--- config.mk ---
export PLATFORM = sky130hd
export DESIGN_NAME = layer_sequencer_flat
export DESIGN_NICKNAME = d
export VERILOG_FILES = /design/src/rtl/layer_sequencer_pkg.sv /design/src/rtl/layer_sequencer_if.sv /design/src/rtl/layer_sequencer_wait_cnt.sv /design/src/rtl/layer_sequencer.sv /design/src/flat_wrapper.sv
export SDC_FILE = /design/constraint.sdc
export NUM_CORES = 1
export LEC_CHECK = 0
export ABC_CLOCK_PERIOD_IN_PS = 3100
export CORE_UTILIZATION = 43
export CTS_CLUSTER_DIAMETER = 60
export DETAILED_ROUTE_END_ITERATION = 10
export PLACE_DENSITY = 0.6
export SLEW_MARGIN = 10
export SYNTH_ARGS = -nofsm -noshare
export SYNTH_HDL_FRONTEND = slang
export SYNTH_SLANG_ARGS = --single-unit
--- constraint.sdc ---
create_clock -name clk -period 3.1 [get_ports clk]
set_clock_uncertainty 0.1 [all_clocks]
set_input_delay 0.31 -clock clk [delete_from_list [all_inputs] [get_ports clk]]
set_output_delay 0.31 -clock clk [all_outputs]
set_load 0.02 [all_outputs]
--- src/rtl/layer_sequencer_pkg.sv ---
// Shared definitions for the layer sequencer and the iterator blocks it drives:
// state encoding, counter widths and a small state-class helper.
package layer_sequencer_pkg;

    localparam int STATE_W = 4;
    localparam int WDOG_W  = 16;
    localparam int DRAIN_W = 4;
    localparam int LAYER_W = 3;

    typedef enum logic [STATE_W-1:0] {
        IDLE       = 4'd0,
        CONV_GO    = 4'd1,
        CONV_RUN   = 4'd2,
        CONV_DRAIN = 4'd3,
        POOL_GO    = 4'd4,
        POOL_RUN   = 4'd5,
        POOL_DRAIN = 4'd6,
        NEXT       = 4'd7,
        DONE       = 4'd8
    } seq_state_t;

    // True while an iterator is working and the watchdog must be running.
    function automatic logic is_run_state(input seq_state_t s);
        return (s == CONV_RUN) || (s == POOL_RUN);
    endfunction

    // True while waiting out the settle time after an iterator finished.
    function automatic logic is_drain_state(input seq_state_t s);
        return (s == CONV_DRAIN) || (s == POOL_DRAIN);
    endfunction

endpackage

--- src/rtl/layer_sequencer_if.sv ---
// Handshake bundle between the layer sequencer and its iterators / host.
// The master side is the sequencer itself; the slave side is whatever drives
// start and the iterator ready pulses.
interface layer_sequencer_if;
    import layer_sequencer_pkg::*;

    logic               start;
    logic               conv_go;
    logic               conv_ready;
    logic               pool_go;
    logic               pool_ready;
    logic               buf_sel;
    logic [LAYER_W-1:0] layer_idx;
    logic               busy;
    logic               done;
    logic               err;

    modport master (
        input  start,
        input  conv_ready,
        input  pool_ready,
        output conv_go,
        output pool_go,
        output buf_sel,
        output layer_idx,
        output busy,
        output done,
        output err
    );

    modport slave (
        output start,
        output conv_ready,
        output pool_ready,
        input  conv_go,
        input  pool_go,
        input  buf_sel,
        input  layer_idx,
        input  busy,
        input  done,
        input  err
    );

endinterface

--- src/rtl/layer_sequencer_wait_cnt.sv ---
// Reusable wait counter: cleared by load, counts up while enabled and
// saturates at all-ones so it can never wrap, and flags when the count
// equals the supplied limit.
module seq_wait_cnt #(
    parameter int WIDTH = 16
) (
    input  logic             clk,
    input  logic             rstn,
    input  logic             load,
    input  logic             en,
    input  logic [WIDTH-1:0] limit,
    output logic             tc
);

    logic [WIDTH-1:0] cnt_q;

    // Count register: load restarts from zero, enable advances until saturated.
    always_ff @(posedge clk or negedge rstn) begin
        if (!rstn) begin
            cnt_q <= '0;
        end else if (load) begin
            cnt_q <= '0;
        end else if (en && (cnt_q != {WIDTH{1'b1}})) begin
            cnt_q <= cnt_q + WIDTH'(1);
        end
    end

    assign tc = (cnt_q == limit);

endmodule

--- src/rtl/layer_sequencer.sv ---
// Layer sequencer: walks NUM_LAYERS conv+pool layer pairs, firing one-cycle
// go pulses to the iterators, waiting for their ready pulses, inserting a
// settle gap after each ready and flipping the ping-pong buffer per layer.
// A watchdog aborts a run whose iterator never answers.
module layer_sequencer
    import layer_sequencer_pkg::*;
#(
    parameter int NUM_LAYERS   = 2,
    parameter int DRAIN_CYCLES = 3,
    parameter int TIMEOUT      = 4096
) (
    input logic               clk,
    input logic               rstn,
    layer_sequencer_if.master seq
);

    // Watchdog fires in the TIMEOUT-th run cycle; drain ends in its last cycle.
    localparam logic [WDOG_W-1:0]  WDOG_LIMIT  = WDOG_W'(TIMEOUT - 1);
    localparam logic [DRAIN_W-1:0] DRAIN_LIMIT =
        (DRAIN_CYCLES == 0) ? DRAIN_W'(0) : DRAIN_W'(DRAIN_CYCLES - 1);
    localparam logic [LAYER_W-1:0] LAST_LAYER  = LAYER_W'(NUM_LAYERS - 1);
    localparam bit                 HAS_DRAIN   = (DRAIN_CYCLES != 0);

    seq_state_t         state_q;
    seq_state_t         state_d;
    logic               timeout_hit;

    logic               wdog_load;
    logic               wdog_en;
    logic               wdog_tc;
    logic               drain_load;
    logic               drain_en;
    logic               drain_tc;

    logic               conv_go;
    logic               pool_go;
    logic               busy;
    logic               done;

    logic               buf_sel_q;
    logic [LAYER_W-1:0] layer_idx_q;
    logic               err_q;

    seq_wait_cnt #(.WIDTH(WDOG_W)) u_wdog (
        .clk   (clk),
        .rstn  (rstn),
        .load  (wdog_load),
        .en    (wdog_en),
        .limit (WDOG_LIMIT),
        .tc    (wdog_tc)
    );

    seq_wait_cnt #(.WIDTH(DRAIN_W)) u_drain (
        .clk   (clk),
        .rstn  (rstn),
        .load  (drain_load),
        .en    (drain_en),
        .limit (DRAIN_LIMIT),
        .tc    (drain_tc)
    );

    // State register.
    always_ff @(posedge clk or negedge rstn) begin
        if (!rstn) begin
            state_q <= IDLE;
        end else begin
            state_q <= state_d;
        end
    end

    // Next-state logic; a ready in the same cycle as the watchdog limit wins.
    always_comb begin
        state_d     = state_q;
        timeout_hit = 1'b0;
        unique case (state_q)
            IDLE: begin
                if (seq.start) begin
                    state_d = CONV_GO;
                end
            end
            CONV_GO: begin
                state_d = CONV_RUN;
            end
            CONV_RUN: begin
                if (seq.conv_ready) begin
                    state_d = HAS_DRAIN ? CONV_DRAIN : POOL_GO;
                end else if (wdog_tc) begin
                    state_d     = IDLE;
                    timeout_hit = 1'b1;
                end
            end
            CONV_DRAIN: begin
                if (drain_tc) begin
                    state_d = POOL_GO;
                end
            end
            POOL_GO: begin
                state_d = POOL_RUN;
            end
            POOL_RUN: begin
                if (seq.pool_ready) begin
                    state_d = HAS_DRAIN ? POOL_DRAIN : NEXT;
                end else if (wdog_tc) begin
                    state_d     = IDLE;
                    timeout_hit = 1'b1;
                end
            end
            POOL_DRAIN: begin
                if (drain_tc) begin
                    state_d = NEXT;
                end
            end
            NEXT: begin
                state_d = (layer_idx_q == LAST_LAYER) ? DONE : CONV_GO;
            end
            DONE: begin
                state_d = IDLE;
            end
            default: begin
                state_d = IDLE;
            end
        endcase
    end

    // Moore outputs and counter controls decoded purely from the current state.
    always_comb begin
        conv_go    = (state_q == CONV_GO);
        pool_go    = (state_q == POOL_GO);
        busy       = (state_q != IDLE);
        done       = (state_q == DONE);
        wdog_load  = (state_q == CONV_GO) || (state_q == POOL_GO);
        wdog_en    = is_run_state(state_q);
        drain_load = is_run_state(state_q);
        drain_en   = is_drain_state(state_q);
    end

    // Layer index: advance between layers, return to zero when a run ends.
    always_ff @(posedge clk or negedge rstn) begin
        if (!rstn) begin
            layer_idx_q <= '0;
        end else if ((state_q == NEXT) && (layer_idx_q != LAST_LAYER)) begin
            layer_idx_q <= layer_idx_q + LAYER_W'(1);
        end else if ((state_q == DONE) || timeout_hit) begin
            layer_idx_q <= '0;
        end
    end

    // Ping-pong bank flips once per finished layer and survives between runs.
    always_ff @(posedge clk or negedge rstn) begin
        if (!rstn) begin
            buf_sel_q <= 1'b0;
        end else if (state_q == NEXT) begin
            buf_sel_q <= ~buf_sel_q;
        end
    end

    // Sticky error: set by the watchdog, cleared only by an accepted start.
    always_ff @(posedge clk or negedge rstn) begin
        if (!rstn) begin
            err_q <= 1'b0;
        end else if ((state_q == IDLE) && seq.start) begin
            err_q <= 1'b0;
        end else if (timeout_hit) begin
            err_q <= 1'b1;
        end
    end

    assign seq.conv_go   = conv_go;
    assign seq.pool_go   = pool_go;
    assign seq.busy      = busy;
    assign seq.done      = done;
    assign seq.buf_sel   = buf_sel_q;
    assign seq.layer_idx = layer_idx_q;
    assign seq.err       = err_q;

endmodule

--- src/flat_wrapper.sv ---
// flat-port wrapper written by rule: the top's interface ports become plain ports
module layer_sequencer_flat import layer_sequencer_pkg::*;
#(
    parameter int NUM_LAYERS   = 2,
    parameter int DRAIN_CYCLES = 3,
    parameter int TIMEOUT      = 4096
)
  (clk, rstn, seq_start, seq_conv_ready, seq_pool_ready, seq_conv_go, seq_pool_go, seq_buf_sel, seq_layer_idx, seq_busy, seq_done, seq_err);
  layer_sequencer_if seq_i ();
  input logic clk;
  input logic rstn;
  input wire logic [$bits(seq_i.start)-1:0] seq_start;
  input wire logic [$bits(seq_i.conv_ready)-1:0] seq_conv_ready;
  input wire logic [$bits(seq_i.pool_ready)-1:0] seq_pool_ready;
  output wire logic [$bits(seq_i.conv_go)-1:0] seq_conv_go;
  output wire logic [$bits(seq_i.pool_go)-1:0] seq_pool_go;
  output wire logic [$bits(seq_i.buf_sel)-1:0] seq_buf_sel;
  output wire logic [$bits(seq_i.layer_idx)-1:0] seq_layer_idx;
  output wire logic [$bits(seq_i.busy)-1:0] seq_busy;
  output wire logic [$bits(seq_i.done)-1:0] seq_done;
  output wire logic [$bits(seq_i.err)-1:0] seq_err;
  assign seq_i.start = seq_start;
  assign seq_i.conv_ready = seq_conv_ready;
  assign seq_i.pool_ready = seq_pool_ready;
  assign seq_conv_go = seq_i.conv_go;
  assign seq_pool_go = seq_i.pool_go;
  assign seq_buf_sel = seq_i.buf_sel;
  assign seq_layer_idx = seq_i.layer_idx;
  assign seq_busy = seq_i.busy;
  assign seq_done = seq_i.done;
  assign seq_err = seq_i.err;
  layer_sequencer #(.NUM_LAYERS(NUM_LAYERS), .DRAIN_CYCLES(DRAIN_CYCLES), .TIMEOUT(TIMEOUT)) u_core (.clk(clk), .rstn(rstn), .seq(seq_i));
endmodule
==> Word level (Yosys, flattened, before mapping) <==
Cells that the tools add are included.
{ "totals": {"ff_bits": 29, "out_inout_bits": 9} }
{ "op_classes": {"bitwise": 1, "eq_ne": 17, "addsub": 3, "muxes": 20, "n_reduce_logical": 15} }
{ "op_table": {"columns": ["cell", "count"], "rows": [
  ["two-way mux 4 bit", 9],
  ["two-way mux 16 bit", 2],
  ["case mux 4 bit (8 select lines)", 1],
  ["adder 16 x 1 -> 16 bit, second input constant", 1],
  ["equality test 16 x 12 -> 1 bit, second input constant", 1],
  ["equality test 4 x 3 -> 1 bit, second input constant", 4],
  ["!= test 16 bit, second input constant", 1],
  ["equality test 4 x 2 -> 1 bit, second input constant", 3],
  ["nonzero test 2 bit", 4],
  ["two-way mux 3 bit", 2],
  ["two-way mux 1 bit", 5],
  ["adder 4 x 1 -> 4 bit, second input constant", 1],
  ["equality test 4 x 1 -> 1 bit, second input constant", 1],
  ["equality test 4 bit, second input constant", 1],
  ["logical AND 1 bit", 4],
  ["logical NOT 4 bit", 1],
  ["logical OR 1 bit", 4],
  ["!= test 2 x 1 -> 1 bit, second input constant", 2],
  ["!= test 4 bit, second input constant", 1],
  ["nonzero test 4 bit", 1],
  ["adder 3 x 1 -> 3 bit, second input constant", 1],
  ["equality test 3 x 1 -> 1 bit, second input constant", 1],
  ["!= test 3 x 1 -> 1 bit, second input constant", 1],
  ["AND reduction 3 bit", 1],
  ["3 further kinds", 3]
]} }

==> Longest topological paths before layout <==
Gate-level depths: netlist of the first run.
{ "logic_depth": {"depth_word": 7, "ltp_mapped": 6} }

==> Cells and area by module <==
Synthesis of the first run repeated with hierarchy kept, for this count alone.
{ "hier_totals": {"cells_unflattened": 210, "area_unflattened_um2": 1923.1} }
{ "modules_own_cells": {"columns": ["module", "n_inst", "area_each_um2", "cells_per_inst", "seq_area_each_um2"], "rows": [
  ["seq_wait_cnt (u_core.u_wdog)", 1, 1057.3, 117, 400.4],
  ["layer_sequencer", 1, 606.8, 68, 225.2],
  ["seq_wait_cnt (u_core.u_drain)", 1, 259.0, 25, 100.1]
]} }

==> Worst setup path before layout of the first run <==
Ideal clock, no wire load.
{ "synth_path": {"path_kind": "register -> register", "startpoint": "reg u_core.state_q[3]", "endpoint": "reg u_core.u_wdog.cnt_q[6]", "stages_incl_launch_ff": 6, "setup_ps": 129, "t_arrival_ps": 2027, "path_slack_ps": 844, "synth_period_minus_slack_ps": 2256, "cell_sequence": "dfrtp_1 buf_2 nor4b_1 nor2_1 o311ai_0 nand2_1"} }
{ "synth_between": {"word_cells_on_any_way": 9} }
{ "synth_rtl": {"columns": ["element", "line", "rtl"], "rows": [
  ["from (decl)", "layer_sequencer.sv:24", "seq_state_t state_q;"],
  ["from (signal assigned)", "layer_sequencer.sv:67", "state_q <= state_d;"],
  ["equality test 4 x 1 -> 1 bit (*)", null, null],
  ["net seq_conv_go", "flat_wrapper.sv:15", "output wire logic [$bits(seq_i.conv_go)-1:0] seq_conv_go;"],
  ["logical OR 1 bit (*)", "layer_sequencer.sv:131", "wdog_load = (state_q == CONV_GO) || (state_q == POOL_GO);"],
  ["two-way mux 16 bit / nonzero test 2 bit (equally long branches)", null, null],
  ["to (signal assigned)", "layer_sequencer_wait_cnt.sv:24", "cnt_q <= cnt_q + WIDTH'(1);"],
  ["to (decl)", "layer_sequencer_wait_cnt.sv:15", "logic [WIDTH-1:0] cnt_q;"]
]} }
Mark *: on every way through the listed nets, which the timed path passes. The rest lies on a longest branch.
A chain may end at the register's enable or synchronous reset.

==> Final worst setup path of the first run <==
{ "layout_path": {"startpoint": "reg u_core.state_q[2]", "endpoint": "out seq_pool_go"} }
{ "layout_between": {"elab_chain_cells": 1} }
{ "layout_lines": {"columns": ["element", "line", "rtl"], "rows": [
  ["equality test 4 x 3 -> 1 bit", "layer_sequencer.sv:128", "pool_go = (state_q == POOL_GO);"],
  ["to (decl)", "flat_wrapper.sv:16", "output wire logic [$bits(seq_i.pool_go)-1:0] seq_pool_go;"]
]} }
Every way passes these cells.

==> flow_metrics.tcl, run 1 <==
set metrics [dict create \
    slowest_delay_ps 730 \
    drive_gt1_share_pct 6.70 \
    path_cells "nor4b_1 -> clkdlybuf4s50_1" \
    synth-seq-area-share_pct 39.0 \
    synth_edf_count 0 \
    r2r-end "u_core.u_wdog.cnt_q[1]$_DFFE_PN0P_" \
    async_reset_ff_share_pct 100 \
    critPathSlowestCell "dfrtp_1" \
    vdd_ir_drop_max_mv 0.445 \
    hold_ws_ps 317 \
    cts_sinks 29 \
    grt_usage_pct 20.5 \
    diodes 0 \
    area_growth_pct 12.6 \
    wire_per_inst_um 15.7 \
    cts_root_buffer "clkbuf_8" \
    die_y_um 67.8 \
    vias 1557 \
    postSynthAreaPerCell_um2 9.50 \
    cp.arrival_ps 2320 \
    overflow 0 \
    grt_pass1_wl_mm 6.91 \
    critPathRequiredTime_ps 2690 \
    grt_pass1_vias 1448 \
    regToRegSetupSlack_ps 900 \
    finalHoldViolCount 0 \
    yosys_warnings 0 \
    rows 23 \
    setup_viol 0 \
    hold_path_class "in2async" \
    setup_tns_ps 0 \
    power.total_w 0.00149 \
    grt_max_degree 30 \
    netlist_area_mm2 0.00186 \
    ctsHoldBuffers 0 \
    path_class "reg2out" \
    place_congestion 0.768 \
    cts_max_level 2 \
    slew_headroom_pct 41.0 \
    antenna_left 0 \
    final_max_slew_viol_count 0 \
    vias_per_cell 6.01 \
    antenna_found_initial 0 \
    setup.worst_path.end_class "output port" \
    path_clk_slew_ps 70 \
    post_cts_buffers 0 \
    dp_slack_ps 708 \
    clock_latency_ps 280 \
    status "completed" \
    fin_ws_ps 371 \
    final_cells 259 \
    worstMarginPinSlew_ps 882 \
    cts_buffers 5 \
    drt_first_pass_iters 4 \
    ios 14 \
    port_buffers 13 \
    nets 218 \
    ys_ff_latch 29 \
    mappedNetlistNets 206 \
    die_area_mm2 0.00460 \
    cts_tree "built" \
    syn_inst 196 \
    reg2reg_depth 4 \
    dp_cells 251 \
    drcViolationCount 0 \
    rsz0062_at_grt "false" \
    max_cap_violations 0 \
    first_iter_violations 67 \
    cellPowerDensity_mw_per_mm2 709 \
    dpl.hpwl_mm 2.77 \
    cts_resized 0 \
    cp_max_fo 20 \
    wl_mm 4.07 \
    crit_buf_inv 1 \
    fmax_mhz 366 \
    period_needed_ps 2730 \
    startpoint_type "register" \
    yosysUniqueCellTypes 55 \
    initial_core_util_pct 45.6 \
    leakage_nw 0.843 \
    r2r_start "u_core.state_q[2]$_DFFE_PN0P_" \
    cp_top_family "flip-flops" \
    synth-main-ff-cell "dfrtp_1" \
    fin_crit_sh_pct 88.0 \
    core_area_mm2 0.00409 \
    die_x_um 67.8 \
    clockBufferDepth 2 \
]
routing by layer:
layer	wire (µm)	track usage [%]	vias to the layer above	part of all wire (%)
li1	-	-	777	-
met1	2050	28.5	751	50
met2	1840	30.9	24	45
met3	123	5.24	5	3.0
met4	51	6.25	0	1.3
met5	0	0	-	0
metrics by stage:
step	instance area [µm²]	util (%)
2_1_floorplan	1860	-
3_3_place_gp	2020	49.3
3_5_place_dp	2020	49.3
4_1_cts	2100	51.3
5_1_grt	2100	51.3
6_report	2100	51.3
area by class of cell:
class	count	area, µm²
clock buffers	8	80.1
fillers	399	1990
inverters	8	30.0
multi-input cells	150	1060
flip-flops and latches	29	726
well taps	50	62.6
repair buffers	14	138
where the power goes:
part,total [W],leakage (nW),internal (W),switching [W]
combinational,0.000592,0.415,0.000268,0.000324
sequential,0.000591,0.388,0.000454,0.000138
clock,0.000302,0.0395,0.000159,0.000143
logic make-up (layout without fill, tap and decap cells):
kind of cell    Yosys count  in the layout  synth area share [%]
flops                    29             29                  39.0
mux                       3              3                  1.61
fa+ha+maj                 5              5                  3.36
buf+inv                  17             30                  4.10
simple gates             94             94                  33.3
xor+xnor                  4              4                  1.88
compound gates           44             44                  16.7
placed cells by master (no fill, tap or decap), types with 5 or more instances in the layout:
master / instances
or3_1: 5
o31ai_1: 7
inv_1: 8
nand4_1: 9
a21oi_1: 11
nor2_1: 9
clkdlybuf4s50_1: 13
o21ai_0: 5
ha_1: 5
dfrtp_1: 29
nand2_1: 15
or4_1: 7
clkbuf_8: 5
nand3_1: 8
worst max-delay path by stage:
| stage | from | endpoint | slack (ps) | cells past startpoint |
|---|---|---|---|---|
| after floorplan | u_core.state_q[3]$_DFFE_PN0P_ | u_core.u_wdog.cnt_q[6]$_DFFE_PN0P_ | 840 | 5 |
| after global placement | u_core.state_q[2]$_DFFE_PN0P_ | seq_pool_go | 790 | 2 |
| after detailed placement | u_core.state_q[2]$_DFFE_PN0P_ | seq_pool_go | 710 | 2 |
| after CTS | u_core.state_q[2]$_DFFE_PN0P_ | seq_pool_go | 380 | 2 |
| after global routing | u_core.state_q[2]$_DFFE_PN0P_ | seq_pool_go | 160 | 2 |
| final | u_core.state_q[2]$_DFFE_PN0P_ | seq_pool_go | 370 | 2 |
registers in the layout (all words and copies together), names as in the netlist:
register	cells
u_core.seq.layer_idx	3
u_core.seq.buf_sel	1
u_core.u_drain.cnt_q	4
u_core.seq.err	1
u_core.state_q	4
u_core.u_wdog.cnt_q	16
Yosys cell counts, types with 5 or more instances:
library cell  number  share of area [%]
or3_1              5                1.7
or4_1              7                2.8
a21oi_1           11                3.0
dfrtp_1           29                 39
nand4_1            9                3.0
ha_1               5                3.4
o31ai_1            7                2.8
nor2_1             9                1.8
nand3_1            8                2.2
o21ai_0            5                1.3
inv_1              8                1.6
nand2_1           15                3.0
(Power assumes the default switching activity.)
==> run 2: changes to the inputs <==
- GPL_ROUTABILITY_DRIVEN: not set -> 0
- RECOVER_POWER: not set -> 25
==> flow_metrics.tcl, run 2 (synthesized netlist as in run 1, its figures left out) <==
set metrics [dict create \
    top_regs "u_core.u_wdog.cnt_q x16, u_core.state_q x4, u_core.u_drain.cnt_q x4" \
    startpoint_type "register" \
    first_iter_violations 67 \
    rsz0062_at_grt "false" \
    vias_per_cell 6.01 \
    path_class "reg2out" \
    area_growth_pct 12.4 \
    regArea_um2 726 \
    cts_tree "built" \
    die_y_um 67.8 \
    wire_per_inst_um 15.7 \
    fin_crit_sh_pct 88.0 \
    fillers 399 \
    hold_path_class "reg2reg" \
    grt_max_degree 30 \
    post_cts_buffers 0 \
    setup_tns_ps 0 \
    clock_latency_ps 280 \
    die_area_mm2 0.00460 \
    cp.arrival_ps 2320 \
    largest_register "u_core.u_wdog.cnt_q" \
    reg2reg_depth 4 \
    cp_max_fo 20 \
    path_clk_slew_ps 60 \
    cts_max_level 2 \
    holdPathStages 1 \
    cts_root_buffer "clkbuf_8" \
    largest_reg_flops 16 \
    wl_mm 4.07 \
    max_cap_violations 1 \
    setup.worst_path.end_class "output port" \
    antenna_found_initial 0 \
    port_buffers 13 \
    cts_resized 0 \
    core_area_mm2 0.00409 \
    fmax_mhz 366 \
    final_cell_mix "29 x dfrtp_1, 15 x nand2_1, 12 x clkdlybuf4s50_1" \
    grt_usage_pct 20.5 \
    nets 218 \
    final_cells 259 \
    worstMarginPinSlew_ps 1650 \
    overflow 0 \
    slowest_delay_ps 730 \
    stdcell_area_mm2 0.00209 \
    power.total_w 0.00148 \
    clockBufferDepth 2 \
    status "finished with violations" \
    diodes 0 \
    violations "capacitance limit, slew limit" \
    cellPowerDensity_mw_per_mm2 710 \
    period_needed_ps 2730 \
    critPathSlowestCell "dfrtp_1" \
    dpl.hpwl_mm 2.77 \
    slew_headroom_pct -10.1 \
    drive_gt1_share_pct 6.22 \
    drcViolationCount 0 \
    multi_input_area_mm2 0.00106 \
    cts_buffers 5 \
    grt_pass1_wl_mm 6.91 \
    die_x_um 67.8 \
    setup_viol 0 \
    rows 23 \
    vias 1557 \
    dp_cells 251 \
    ctsHoldBuffers 0 \
    leakage_nw 0.839 \
    vdd_ir_drop_max_mv 0.445 \
    grt_pass1_vias 1448 \
    ios 14 \
    final_common_cell "dfrtp_1" \
    drt_first_pass_iters 4 \
    antenna_left 0 \
    dpl-instance-area_mm2 0.00202 \
    initial_core_util_pct 45.6 \
    path_cells "nor4b_1 -> clkdlybuf4s50_1" \
    final_max_slew_viol_count 30 \
    cts_sinks 29 \
    critPathRequiredTime_ps 2690 \
    finalHoldViolCount 0 \
]
==> run 2: cell types whose count changed in the layout (fill, tap and decap cells not counted) <==
cell,delta
clkdlybuf4s50_1,-1
clkbuf_1,+1
buf_4,-1
dlygate4sd3_1,+1
==> run 2: layout make-up <==
class / instances / area share, %
multi-input cells: 150 / 50.7
inverters: 8 / 1.44
clock buffers: 8 / 3.83
well taps: 50 / 2.99
repair buffers: 14 / 6.40
flip-flops and latches: 29 / 34.7
==> run 2: worst max-delay path, delay by kind of cell, from the launching register on <==
kind | cells | cell delay (ps)
flip-flops | 1 | 730
buffers and inverters | 1 | 730
AND/OR/NAND/NOR | 1 | 590
==> run 2: path summary, 6_finish.rpt <==
check,start,to,slack (ps)
setup / recovery,u_core.state_q[2]$_DFFE_PN0P_,seq_pool_go,370
hold / removal,u_core.seq.buf_sel$_DFFE_PN0N_,u_core.seq.buf_sel$_DFFE_PN0N_,390
setup reg to reg,u_core.state_q[2]$_DFFE_PN0P_,u_core.u_wdog.cnt_q[1]$_DFFE_PN0P_,900
hold reg to reg,u_core.seq.buf_sel$_DFFE_PN0N_,u_core.seq.buf_sel$_DFFE_PN0N_,390
max in group asynchronous,rstn,u_core.seq.buf_sel$_DFFE_PN0N_,1060
min in group asynchronous,rstn,u_core.u_wdog.cnt_q[4]$_DFFE_PN0P_,880
==> run 2: where the power goes <==
part           internal, W  total (W)  switching [W]  leakage, nW
Sequential        0.000454   0.000591       0.000138        0.388
Combinational     0.000267   0.000592       0.000324        0.412
Clock             0.000159   0.000302       0.000143       0.0395
==> run 2: per-stage QoR <==
step / util (%) / setup WS (ps) / hold WS, ps
2_1_floorplan: - / 844 / -85.6
3_3_place_gp: 49.3 / 785 / 367
3_5_place_dp: 49.3 / 708 / 370
4_1_cts: 51.3 / 375 / 330
5_1_grt: 51.2 / 160 / 413
6_report: 51.2 / 371 / 386
==> run 2: layer usage <==
metal  global-route usage [%]  vias up  wire, µm
li1                         -      777         -
met1                     28.5      751      2050
met2                     30.9       24      1840
met3                     5.24        5       122
met4                     6.25        0        51
met5                        0        -         0
